--- src/rtl/siso_sched_pkg.sv ---
// Shared types and helpers for the round-robin SISO frame scheduler.
package siso_sched_pkg;

   typedef enum logic [1:0] {
      IDLE  = 2'd0,
      SHIFT = 2'd1,
      FLUSH = 2'd2
   } state_t;

   // Bits needed to index n values; never less than one.
   function automatic int clog2w(input int n);
      int r;
      r = 0;
      while ((1 << r) < n) r++;
      return (r < 1) ? 1 : r;
   endfunction

endpackage

--- src/rtl/rr_arbiter.sv ---
// Combinational round-robin select: first set request after the pointer.
module rr_arbiter
   import siso_sched_pkg::*;
#(
   parameter int NREQ = 2
) (
   input  logic [NREQ-1:0]          req,
   input  logic [clog2w(NREQ)-1:0]  ptr,
   output logic                     valid,
   output logic [clog2w(NREQ)-1:0]  winner
);

   localparam int IW = clog2w(NREQ);

   int unsigned idx;

   // Search ptr+1, ptr+2, ... wrapping modulo NREQ; ptr itself is checked last.
   always_comb begin
      valid  = 1'b0;
      winner = '0;
      idx    = '0;
      for (int unsigned i = 1; i <= NREQ; i++) begin
         idx = (32'(ptr) + i) % NREQ;
         if (!valid && req[idx[IW-1:0]]) begin
            valid  = 1'b1;
            winner = idx[IW-1:0];
         end
      end
   end

endmodule

--- src/rtl/siso_frame_sched.sv ---
// Arbitrates NREQ requesters, serialises the granted word MSB-first onto a
// downstream SISO chain, then flushes DEPTH zeros so the frame leaves it.
module siso_frame_sched
   import siso_sched_pkg::*;
#(
   parameter int WIDTH = 8,
   parameter int NREQ  = 2,
   parameter int DEPTH = 4
) (
   input  logic                     clk,
   input  logic                     rst_n,
   input  logic [NREQ-1:0]          req,
   input  logic [NREQ*WIDTH-1:0]    data,
   output logic [NREQ-1:0]          gnt,
   output logic [clog2w(NREQ)-1:0]  gnt_id,
   output logic                     a_in,
   output logic                     shift_en,
   output logic                     busy,
   output logic                     done
);

   localparam int IW = clog2w(NREQ);
   localparam int CW = clog2w(((WIDTH > DEPTH) ? WIDTH : DEPTH) + 1);
   localparam logic [CW-1:0] LAST_BIT   = CW'(WIDTH - 1);
   localparam logic [CW-1:0] LAST_FLUSH = CW'((DEPTH > 0) ? DEPTH - 1 : 0);

   state_t            state, state_nxt;
   logic [WIDTH-1:0]  sreg, word;
   logic [CW-1:0]     cnt;
   logic [IW-1:0]     ptr, winner;
   logic              win_valid;
   logic [NREQ-1:0]   gnt_nxt;
   logic              a_in_nxt, shift_en_nxt, busy_nxt, done_nxt;

   rr_arbiter #(.NREQ(NREQ)) u_arb (
      .req    (req),
      .ptr    (ptr),
      .valid  (win_valid),
      .winner (winner)
   );

   // Mux out the winning requester's word.
   always_comb begin
      word = '0;
      for (int unsigned i = 0; i < NREQ; i++) begin
         if (winner == IW'(i)) word = data[i*WIDTH +: WIDTH];
      end
   end

   // State register.
   always_ff @(posedge clk or negedge rst_n) begin
      if (!rst_n) state <= IDLE;
      else        state <= state_nxt;
   end

   // Next-state: IDLE -> SHIFT for WIDTH cycles -> FLUSH for DEPTH cycles -> IDLE.
   always_comb begin
      state_nxt = state;
      case (state)
         IDLE:    if (win_valid) state_nxt = SHIFT;
         SHIFT:   if (cnt == LAST_BIT) state_nxt = (DEPTH > 0) ? FLUSH : IDLE;
         FLUSH:   if (cnt == LAST_FLUSH) state_nxt = IDLE;
         default: state_nxt = IDLE;
      endcase
   end

   // Next values of the registered outputs, one cycle ahead of the chain.
   always_comb begin
      gnt_nxt      = '0;
      a_in_nxt     = 1'b0;
      shift_en_nxt = 1'b0;
      busy_nxt     = 1'b0;
      done_nxt     = 1'b0;
      case (state)
         IDLE: begin
            if (win_valid) begin
               gnt_nxt[winner] = 1'b1;
               a_in_nxt        = word[WIDTH-1];
               shift_en_nxt    = 1'b1;
               busy_nxt        = 1'b1;
            end
         end
         SHIFT: begin
            if (cnt != LAST_BIT) begin
               a_in_nxt     = sreg[WIDTH-1];
               shift_en_nxt = 1'b1;
               busy_nxt     = 1'b1;
            end else if (DEPTH > 0) begin
               shift_en_nxt = 1'b1;
               busy_nxt     = 1'b1;
            end else begin
               done_nxt     = 1'b1;
            end
         end
         FLUSH: begin
            if (cnt != LAST_FLUSH) begin
               shift_en_nxt = 1'b1;
               busy_nxt     = 1'b1;
            end else begin
               done_nxt     = 1'b1;
            end
         end
         default: ;
      endcase
   end

   // Output flops plus datapath; sreg keeps the not-yet-sent bits left-aligned
   // because the MSB is already on a_in when the word is captured.
   always_ff @(posedge clk or negedge rst_n) begin
      if (!rst_n) begin
         gnt      <= '0;
         gnt_id   <= '0;
         a_in     <= 1'b0;
         shift_en <= 1'b0;
         busy     <= 1'b0;
         done     <= 1'b0;
         sreg     <= '0;
         cnt      <= '0;
         ptr      <= IW'(NREQ - 1);
      end else begin
         gnt      <= gnt_nxt;
         a_in     <= a_in_nxt;
         shift_en <= shift_en_nxt;
         busy     <= busy_nxt;
         done     <= done_nxt;
         case (state)
            IDLE: begin
               if (win_valid) begin
                  sreg   <= word << 1;
                  ptr    <= winner;
                  gnt_id <= winner;
                  cnt    <= '0;
               end
            end
            SHIFT: begin
               if (cnt == LAST_BIT) begin
                  cnt <= '0;
               end else begin
                  cnt  <= cnt + CW'(1);
                  sreg <= sreg << 1;
               end
            end
            FLUSH:   cnt <= cnt + CW'(1);
            default: ;
         endcase
      end
   end

endmodule

--- config.mk ---
export PLATFORM = sky130hd
export DESIGN_NAME = siso_frame_sched
export DESIGN_NICKNAME = d
export VERILOG_FILES = /design/src/rtl/siso_sched_pkg.sv /design/src/rtl/rr_arbiter.sv /design/src/rtl/siso_frame_sched.sv
export SDC_FILE = /design/constraint.sdc
export NUM_CORES = 1
export LEC_CHECK = 0
export CAP_MARGIN = 15
export CORE_MARGIN = 1
export CORE_UTILIZATION = 46
export CTS_CLUSTER_DIAMETER = 60
export DETAILED_ROUTE_END_ITERATION = 6
export GPL_TIMING_DRIVEN = 0
export MAX_ROUTING_LAYER = met4
export PLACE_DENSITY = 0.74
export RECOVER_POWER = 50
export SLEW_MARGIN = 40
export SYNTH_ARGS = -nofsm -noshare
export SYNTH_HDL_FRONTEND = slang
export SYNTH_SLANG_ARGS = --single-unit
--- constraint.sdc ---
create_clock -name clk -period 2.3 [get_ports clk]
set_input_delay 0.345 -clock clk [delete_from_list [all_inputs] [get_ports clk]]
set_output_delay 0.345 -clock clk [all_outputs]
set_load 0.005 [all_outputs]
==> results of run 1 <==
## how the worst max path moves through the flow
stage	end	slack (ns)	cells past startpoint
2_1_floorplan	sreg[2]	0.58	7
3_3_place_gp	cnt[3]	0.34	5
3_5_place_dp	cnt[3]	0.32	5
4_1_cts	sreg[3]	0.41	7
5_1_grt	sreg[3]	0.34	7
6_report	sreg[3]	0.42	7
## cell usage in the layout, fill, tap and decap left out, types with 2 or more instances in the layout
| cell | count |
|---|---|
| a21oi_1 | 11 |
| a32o_1 | 8 |
| buf_2 | 4 |
| buf_4 | 2 |
| clkbuf_1 | 3 |
| clkbuf_4 | 3 |
| clkdlybuf4s50_1 | 25 |
| dfrtp_1 | 19 |
| ha_1 | 5 |
| inv_1 | 10 |
| mux2i_1 | 6 |
| nand3b_1 | 3 |
| nor2_1 | 18 |
| o211ai_1 | 2 |
| o21ai_0 | 2 |
## worst max-delay path, delay by kind of cell, from the launching register on
kind / cells / cell delay (ns)
DFF: 1 / 0.40
AOI/OAI and AO/OA: 1 / 0.21
and+or+nand+nor: 2 / 0.55
buffers and inverters: 3 / 0.43
adders and majority gates: 1 / 0.19
## power breakdown
part	internal (uW)	total [uW]	switching, uW
clock	67.7	174	106
sequential	489	562	73.0
combinational	407	784	376
total	964	1520	556
## flip-flops by register name, summed over array words and instances, names as in the netlist
register and count:
sreg 7, cnt 4, gnt 2, state 2
a_in 1, busy 1, done 1, gnt_id 1
ptr 1
## final cells by class
class                           count  area, um2  share of cell area
Multi-Input combinational cell     81        589               0.392
Tap cell                           28       35.0              0.0233
Buffer                              8       50.0              0.0333
Inverter                           10       37.5              0.0250
Timing Repair Buffer               27        264               0.176
Sequential cell                    20        502               0.334
Clock buffer                        4       26.3              0.0175
## cells in the mapped netlist (all sizes together), types with 2 or more instances
master / count
buf: 7
ha: 5
dfrtp: 19
nor2: 18
o21ai: 2
inv: 10
mux2i: 6
and3: 2
nor4b: 2
o211ai: 2
a32o: 8
a21oi: 11
nand3b: 3
## metrics by stage
| stage | power, uW | instance area [um2] | util | hold slack [ns] |
|---|---|---|---|---|
| after floorplan | 1100 | 1180 | - | 0.0494 |
| after global placement | 1320 | 1470 | 0.636 | 0.475 |
| after detailed placement | 1350 | 1470 | 0.634 | 0.319 |
| after CTS | 1530 | 1510 | 0.649 | 0.507 |
| after global routing | 1630 | 1500 | 0.649 | 0.531 |
| final | 1520 | 1500 | 0.649 | 0.505 |
## metal layers
layer / global-route usage / up-vias / wire (um)
li1: - / 496 / -
met1: 0.264 / 464 / 1120
met2: 0.348 / 62 / 1240
met3: 0.0261 / 11 / 169
met4: 0.0789 / 0 / 55
met5: - / - / 0
## cell families (layout without fill, tap and decap cells)
group / after synthesis / in the layout / synth area share
compound gates: 34 / 34 / 0.211
flops: 20 / 20 / 0.426
simple gates: 35 / 35 / 0.175
mux: 7 / 7 / 0.0605
fa+ha+maj: 5 / 5 / 0.0531
buf+inv: 18 / 49 / 0.0743
==> reports/summary.txt, run 1 <==
NumNets Final: 176
Synthesized flop and latch total: 20
Drt initial violations: 28
Antenna Violating Nets Remaining: 0
CTS root buf: clkbuf_4
Initial antenna violation count: 0
Routed WL: 2580 um
Post-Layout Cell Count: 178
ANT cells: 0
Reg-to-Reg End: sreg[3]
Buffer count from post-CTS setup fixing: 0
HP Start: sreg[5]
Yosys top cell area share: 0.403
Drt drc: 0
CP max stage cell: dfrtp_1
Cts repair resizes: 0
Fmax: 0.533 GHz
FFs w/ async S/R, synth: 1.00
Io pins: 27
Tmin final: 1.88 ns
Crit start category: flop
Area Overhead vs Synth: 27.6%
CP arrival: 2.07 ns
Largest net degree at the start of global routing: 21
First-pass GRT wire length: 4060 um
Die area: 2770 um2
Critical path, cell by cell: inv_1, ha_1, buf_4, and4b_1, or3_1, buf_2, a32o_1
Final WS setup: 0.424 ns
Final hold vios: 0
Die Width: 52.6 um
Share of cells above drive strength 1: 0.113
Distinct cell type count after synthesis: 41
Max Slew Vio Count: 0
Grt total ovfl: 0
Reg2Reg Depth: 7
Final setup skew: 0.00719 ns
Placed Cells incl. Taps: 173
Post-Syn Area: 1180 um2
Gp weighted congestion: 0.849
Hold buffers post-CTS: 1
Setup TNS Final: 0 ns
Yosys warns: 0
Outcome: finished, final reports clean
Port bufs: 26
Pre-CTS setup slack: 0.324 ns
Starting Density: 0.508
TritonCTS Buffers: 3
VDD IR max: 0.584 mV
Synth area leaders: dfrtp_1, a32o_1, nor2_1
H-tree levels: 1
RSZ-0062 raised after global routing: false
Area leader, netlist: dfrtp_1
Kind of critical path: flop to flop
DP HPWL: 1860 um
Crit end category: flop
Max-slew headroom at the worst pin: 0.260
CTS tree: built
Synth Flop Type: dfrtp_1
Post-synth EDFFs: 0
Period Utilization, post-route: 0.816
Longest Clk Path Bufs: 2
Max cap viols: 0
PwrDens: 1010 nW/um2
GRT Overall Usage: 0.211
CP max FO: 8
# rows: 17
Die Height: 52.6 um
Syn_nets: 144
Leakage power: 0.000653 uW
Syn avg cell area: 9.90 um2
Max stage delay on crit path: 0.40 ns
Worst Hold Class: flop to flop
Routed vias/inst: 5.80
Clk pin slew, worst setup/hold paths: 0.11 ns
WL per Instance: 14.5 um
Worst R2R Start: state[1]
Number of global-route vias before repair: 945
Sequential share of the synthesized area: 0.426
DR pass1 iterations: 5
Worst Hold Depth: 1
Hold Path End: sreg[5]
Final setup vio count: 0
Fill cells: 196
Core Area: 2320 um2
TritonCTS Sinks: 20
Worst Setup SP: state[1]
Setup slack, reg-to-reg: 0.42 ns
Skew-Pair Late Insertion Delay: 0.31 ns
WP data required: 2.50 ns
Worst Tran Pin Value: 1.11 ns
Routed vias: 1033
Syn Inst Count: 119
Power figures use the tool's default switching activity.
==> run 2: changes to the inputs <==
- clock period: 2.3 -> 1.79 ns (I/O delays scaled with it)
==> reports/summary.txt, run 2 (same netlist as run 1, synthesis figures left out) <==
Outcome: finished, final reports clean
Die Width: 52.6 um (unchanged)
Share of cells above drive strength 1: 0.152 (+0.0390)
Drt drc: 0 (unchanged)
Antenna Violating Nets Remaining: 0 (unchanged)
Number of global-route vias before repair: 956 (+1.2%)
CP max FO: 8 (unchanged)
Max Slew Vio Count: 0 (unchanged)
Commonest non-fill, non-tap cell in the layout: clkdlybuf4s50_1
DR pass1 iterations: 5 (unchanged)
Max-slew headroom at the worst pin: 0.245 (-0.0152)
Area after DPL: 1470 um2 (unchanged)
Family with the most delay on the worst path: simple AND/OR/NAND/NOR gates
NumNets Final: 177 (+0.57%)
First-pass GRT wire length: 4120 um (+1.4%)
Post-Layout Cell Count: 179 (+0.56%)
TritonCTS Buffers: 3 (unchanged)
ANT cells: 0 (unchanged)
Crit start category: flop
Leakage power: 0.000665 uW (+1.9%)
Initial antenna violation count: 0 (unchanged)
Final setup skew: 0.00525 ns (-0.00193 ns)
Gp weighted congestion: 0.849 (unchanged)
Kind of critical path: flop to flop
PwrDens: 1310 nW/um2 (+29%)
Fill cells: 194 (-1.0%)
GRT Overall Usage: 0.214 (+0.00251)
VDD IR max: 0.802 mV (+37%)
Top Registers: sreg: 7 flops, cnt: 4 flops
Die area: 2770 um2 (unchanged)
Drt initial violations: 25 (-11%)
CTS tree: built
Multi-input gate area: 612 um2 (+3.8%)
CP arrival: 1.93 ns (-0.14 ns)
Clk pin slew, worst setup/hold paths: 0.11 ns (about the same)
Register area: 502 um2 (unchanged)
Max stage delay on crit path: 0.43 ns (+0.03 ns)
Port bufs: 26 (unchanged)
Final Core Density: 0.667 (+0.0183)
Routed vias/inst: 5.82 (+0.31%)
Core Area: 2320 um2 (unchanged)
Crit end category: flop
Largest net degree at the start of global routing: 21 (unchanged)
Starting Density: 0.508 (unchanged)
CTS root buf: clkbuf_4
Tmin final: 1.73 ns (-0.148 ns)
DP HPWL: 1860 um (unchanged)
Worst Hold Class: flop to flop
Routed vias: 1042 (+0.87%)
Die Height: 52.6 um (unchanged)
H-tree levels: 1 (unchanged)
WP data required: 1.99 ns (-0.51 ns)
Post-Route Hold Slack: 0.504 ns (-0.000961 ns)
Worst Tran Pin Value: 1.13 ns (+0.0228 ns)
Placed Cells incl. Taps: 173 (unchanged)
Largest register by flop count: sreg
TritonCTS Sinks: 20 (unchanged)
WL per Instance: 15.0 um (+3.6%)
Most frequent cells in the layout: clkdlybuf4s50_1, dfrtp_1, nor2_1
Routed WL: 2690 um (+4.2%)
Critical path, cell by cell: ha_2, and4b_1, or3_1, buf_6, a32o_1
# rows: 17 (unchanged)
Power Total: 2020 uW (+33%)
Max cap viols: 0 (unchanged)
Io pins: 27 (unchanged)
Period Utilization, post-route: 0.966 (+0.150)
CP max stage cell: dfrtp_1
Grt total ovfl: 0 (unchanged)
Area Overhead vs Synth: 31.2%
Buffers & Inverters on Critical Path: 1 (-2)
Final setup vio count: 0 (unchanged)
Skew-Pair Late Insertion Delay: 0.31 ns (about the same)
Fin area: 1550 um2 (+2.8%)
Fmax: 0.578 GHz (+8.5%)
Longest Clk Path Bufs: 2 (unchanged)
Final hold vios: 0 (unchanged)
Max FFs per register: 7 (unchanged)
run 2: stage by stage:
step / setup WS (ns) / setup TNS, ns
2_1_floorplan: 0.0682 / 0
3_3_place_gp: -0.0904 / -0.363
3_5_place_dp: -0.110 / -0.560
4_1_cts: 0.0403 / 0
5_1_grt: -0.00941 / -0.00946
6_report: 0.0613 / 0
run 2: final cells by class:
| cell class | instances | area share |
|---|---|---|
| sequential | 20 | 0.324 |
| tap | 28 | 0.0227 |
| timing repair buffer | 29 | 0.180 |
| inverter | 10 | 0.0243 |
| multi-input combinational | 81 | 0.396 |
| buffer | 7 | 0.0356 |
| clock buffer | 4 | 0.0170 |
run 2: report_power, final:
group / leakage, uW / internal, uW / switching (uW)
clock: 0.0000150 / 87.1 / 139
sequential: 0.000251 / 628 / 94.1
combinational: 0.000399 / 574 / 497
total: 0.000665 / 1290 / 730
run 2: worst paths after layout:
path | cells after the start | slack (ns) | to | startpoint
max in group asynchronous | 2 | 0.42 | sreg[3] | rst_n
max | 5 | 0.06 | sreg[3] | state[0]
min reg2reg | 1 | 0.50 | sreg[6] | sreg[6]
min in group asynchronous | 2 | 0.70 | sreg[1] | rst_n
min | 1 | 0.50 | sreg[6] | sreg[6]
max reg2reg | 5 | 0.06 | sreg[3] | state[0]
run 2: timing repair:
action | in CTS | in global routing
setup buffers | 1 | 1
resized for setup | 5 | 7
pin swaps | 1 | 0
hold buffers | 1 | 0
hold endpoints to repair | 19 | 0
endpoints found under the setup margin | 7 | 9
run 2: routing by layer:
metal | track usage | vias to the layer above | wire, um
met3 | 0.0261 | 3 | 138
met2 | 0.357 | 44 | 1360
met1 | 0.264 | 499 | 1160
li1 | - | 496 | -
met4 | 0.0789 | 0 | 33
met5 | - | - | 0
==> run 3: changes to the inputs <==
- CTS_BUF_LIST: default -> sky130_fd_sc_hd__clkbuf_2 sky130_fd_sc_hd__clkbuf_4 sky130_fd_sc_hd__clkbuf_8
==> reports/summary.txt, run 3 (same netlist as run 1, synthesis figures left out) <==
Outcome: finished, final reports clean
Grt total ovfl: 0 (unchanged)
Period Utilization, post-route: 0.957 (-0.00893)
Crit start category: flop
Antenna Violating Nets Remaining: 0 (unchanged)
Worst R2R Start: state[0]
Area Overhead vs Synth: 33.8%
Setup slack, reg-to-reg: 0.08 ns (+0.02 ns)
CP arrival: 1.91 ns (-0.02 ns)
Max cap viols: 0 (unchanged)
Io pins: 27 (unchanged)
WL per Instance: 15.1 um (+0.45%)
Die Height: 52.6 um (unchanged)
Drt drc: 0 (unchanged)
Fmax: 0.584 GHz (+0.93%)
Worst Tran Pin Value: 1.11 ns (-0.0180 ns)
CTS tree: built
Starting Density: 0.508 (unchanged)
Skew-Pair Late Insertion Delay: 0.31 ns (about the same)
Largest register by flop count: sreg
Longest Clk Path Bufs: 2 (unchanged)
Worst Hold Class: flop to flop
Share of cells above drive strength 1: 0.179 (+0.0265)
Fill cells: 179 (-7.7%)
Routed wl met2: 1350 um (-0.52%)
TritonCTS Sinks: 20 (unchanged)
WP data required: 1.99 ns (about the same)
Crit end category: flop
Max FFs per register: 7 (unchanged)
Placed Cells incl. Taps: 173 (unchanged)
# rows: 17 (unchanged)
Top Registers: sreg: 7 flops, cnt: 4 flops
Multi-input gate area: 637 um2 (+4.1%)
Routed vias/inst: 5.79 (-0.48%)
Clk pin slew, worst setup/hold paths: 0.11 ns (about the same)
Final hold vios: 0 (unchanged)
HP Start: sreg[1]
Largest net degree at the start of global routing: 21 (unchanged)
Gp weighted congestion: 0.849 (unchanged)
CP max FO: 8 (unchanged)
Final setup skew: 0.00727 ns (+0.00202 ns)
CTS root buf: clkbuf_4
Max-slew headroom at the worst pin: 0.257 (+0.0120)
DR pass1 iterations: 4 (-1)
Post-Route Hold Slack: 0.507 ns (+0.00293 ns)
Drt initial violations: 27 (+8.0%)
Final setup vio count: 0 (unchanged)
First-pass GRT wire length: 4130 um (+0.34%)
VDD IR max: 0.772 mV (-3.6%)
Port bufs: 26 (unchanged)
Worst Setup SP: state[0]
GRT Overall Usage: 0.214 (+0.000627)
Most frequent cells in the layout: clkdlybuf4s50_1, dfrtp_1, nor2_1
RSZ-0062 raised after global routing: false
Final Core Density: 0.680 (+0.0130)
DP HPWL: 1860 um (unchanged)
Metal-1 WL: 1150 um (-0.35%)
Post-Layout Cell Count: 179 (unchanged)
Commonest non-fill, non-tap cell in the layout: clkdlybuf4s50_1
TritonCTS Buffers: 3 (unchanged)
Max layer used: met4
Leakage power: 0.000673 uW (+1.1%)
Max Slew Vio Count: 0 (unchanged)
Kind of critical path: flop to flop
Core Area: 2320 um2 (unchanged)
Routed WL: 2700 um (+0.45%)
Initial antenna violation count: 0 (unchanged)
Tmin final: 1.71 ns (-0.0160 ns)
Number of global-route vias before repair: 953 (-0.31%)
ANT cells: 0 (unchanged)
Register area: 502 um2 (unchanged)
Routed wl met3: 150 um (+8.7%)
PwrDens: 1320 nW/um2 (+0.85%)
Power Total: 2070 uW (+2.8%)
Routed vias: 1037 (-0.48%)
Die Width: 52.6 um (unchanged)
H-tree levels: 1 (unchanged)
NumNets Final: 177 (unchanged)
Die area: 2770 um2 (unchanged)
run 3: cell count changes in the layout (fill, tap and decap cells not counted), sizes merged:
| cell | change |
|---|---|
| buf | -1 |
| clkbuf | +1 |
run 3: worst paths after layout:
path | depth (start not counted) | end
max | 6 | cnt[3]
min | 1 | sreg[1]
max reg2reg | 6 | cnt[3]
min reg2reg | 1 | sreg[1]
max in group asynchronous | 2 | sreg[3]
min in group asynchronous | 2 | sreg[1]
run 3: per-stage QoR:
step | area, um2 | setup TNS (ns) | setup WS, ns
after floorplan | 1180 | 0 | 0.0682
after global placement | 1470 | -0.363 | -0.0904
after detailed placement | 1470 | -0.560 | -0.110
after CTS | 1520 | 0 | 0.0403
after global routing | 1580 | 0 | 0.0182
final | 1580 | 0 | 0.0773
run 3: layout make-up:
class	count	area share
clock buffer	4	0.0190
buffer	7	0.0357
timing repair buffer	29	0.177
sequential	20	0.318
inverter	10	0.0238
tap	28	0.0222
multi-input combinational	81	0.404
run 3: worst max-delay path, cell delays in order (launching register included):
cell and delay (ns):
dfrtp_1 0.44, inv_2 0.09, ha_4 0.17, nor3b_4 0.16
buf_6 0.16, or2_4 0.24, a221o_1 0.34
run 3: timing repair:
item / CTS / global route
resized for setup: 5 / 12
endpoints found under the hold margin: 19 / 0
hold buffers: 1 / 0
endpoints found under the setup margin: 7 / 9
buffers inserted: 1 / 1
pin swaps: 1 / 0
run 3: routing by layer:
layer	up-vias	GRT usage
met1	492	0.268
met5	-	-
li1	499	-
met4	0	0.0789
met3	4	0.0261
met2	42	0.354
run 3: power by group:
group | internal, uW | switching (uW) | leakage [uW] | total [uW]
Combinational | 600 | 506 | 0.000403 | 1110
Sequential | 627 | 97.9 | 0.000251 | 725
Clock | 102 | 141 | 0.0000184 | 243
Total | 1330 | 745 | 0.000673 | 2070
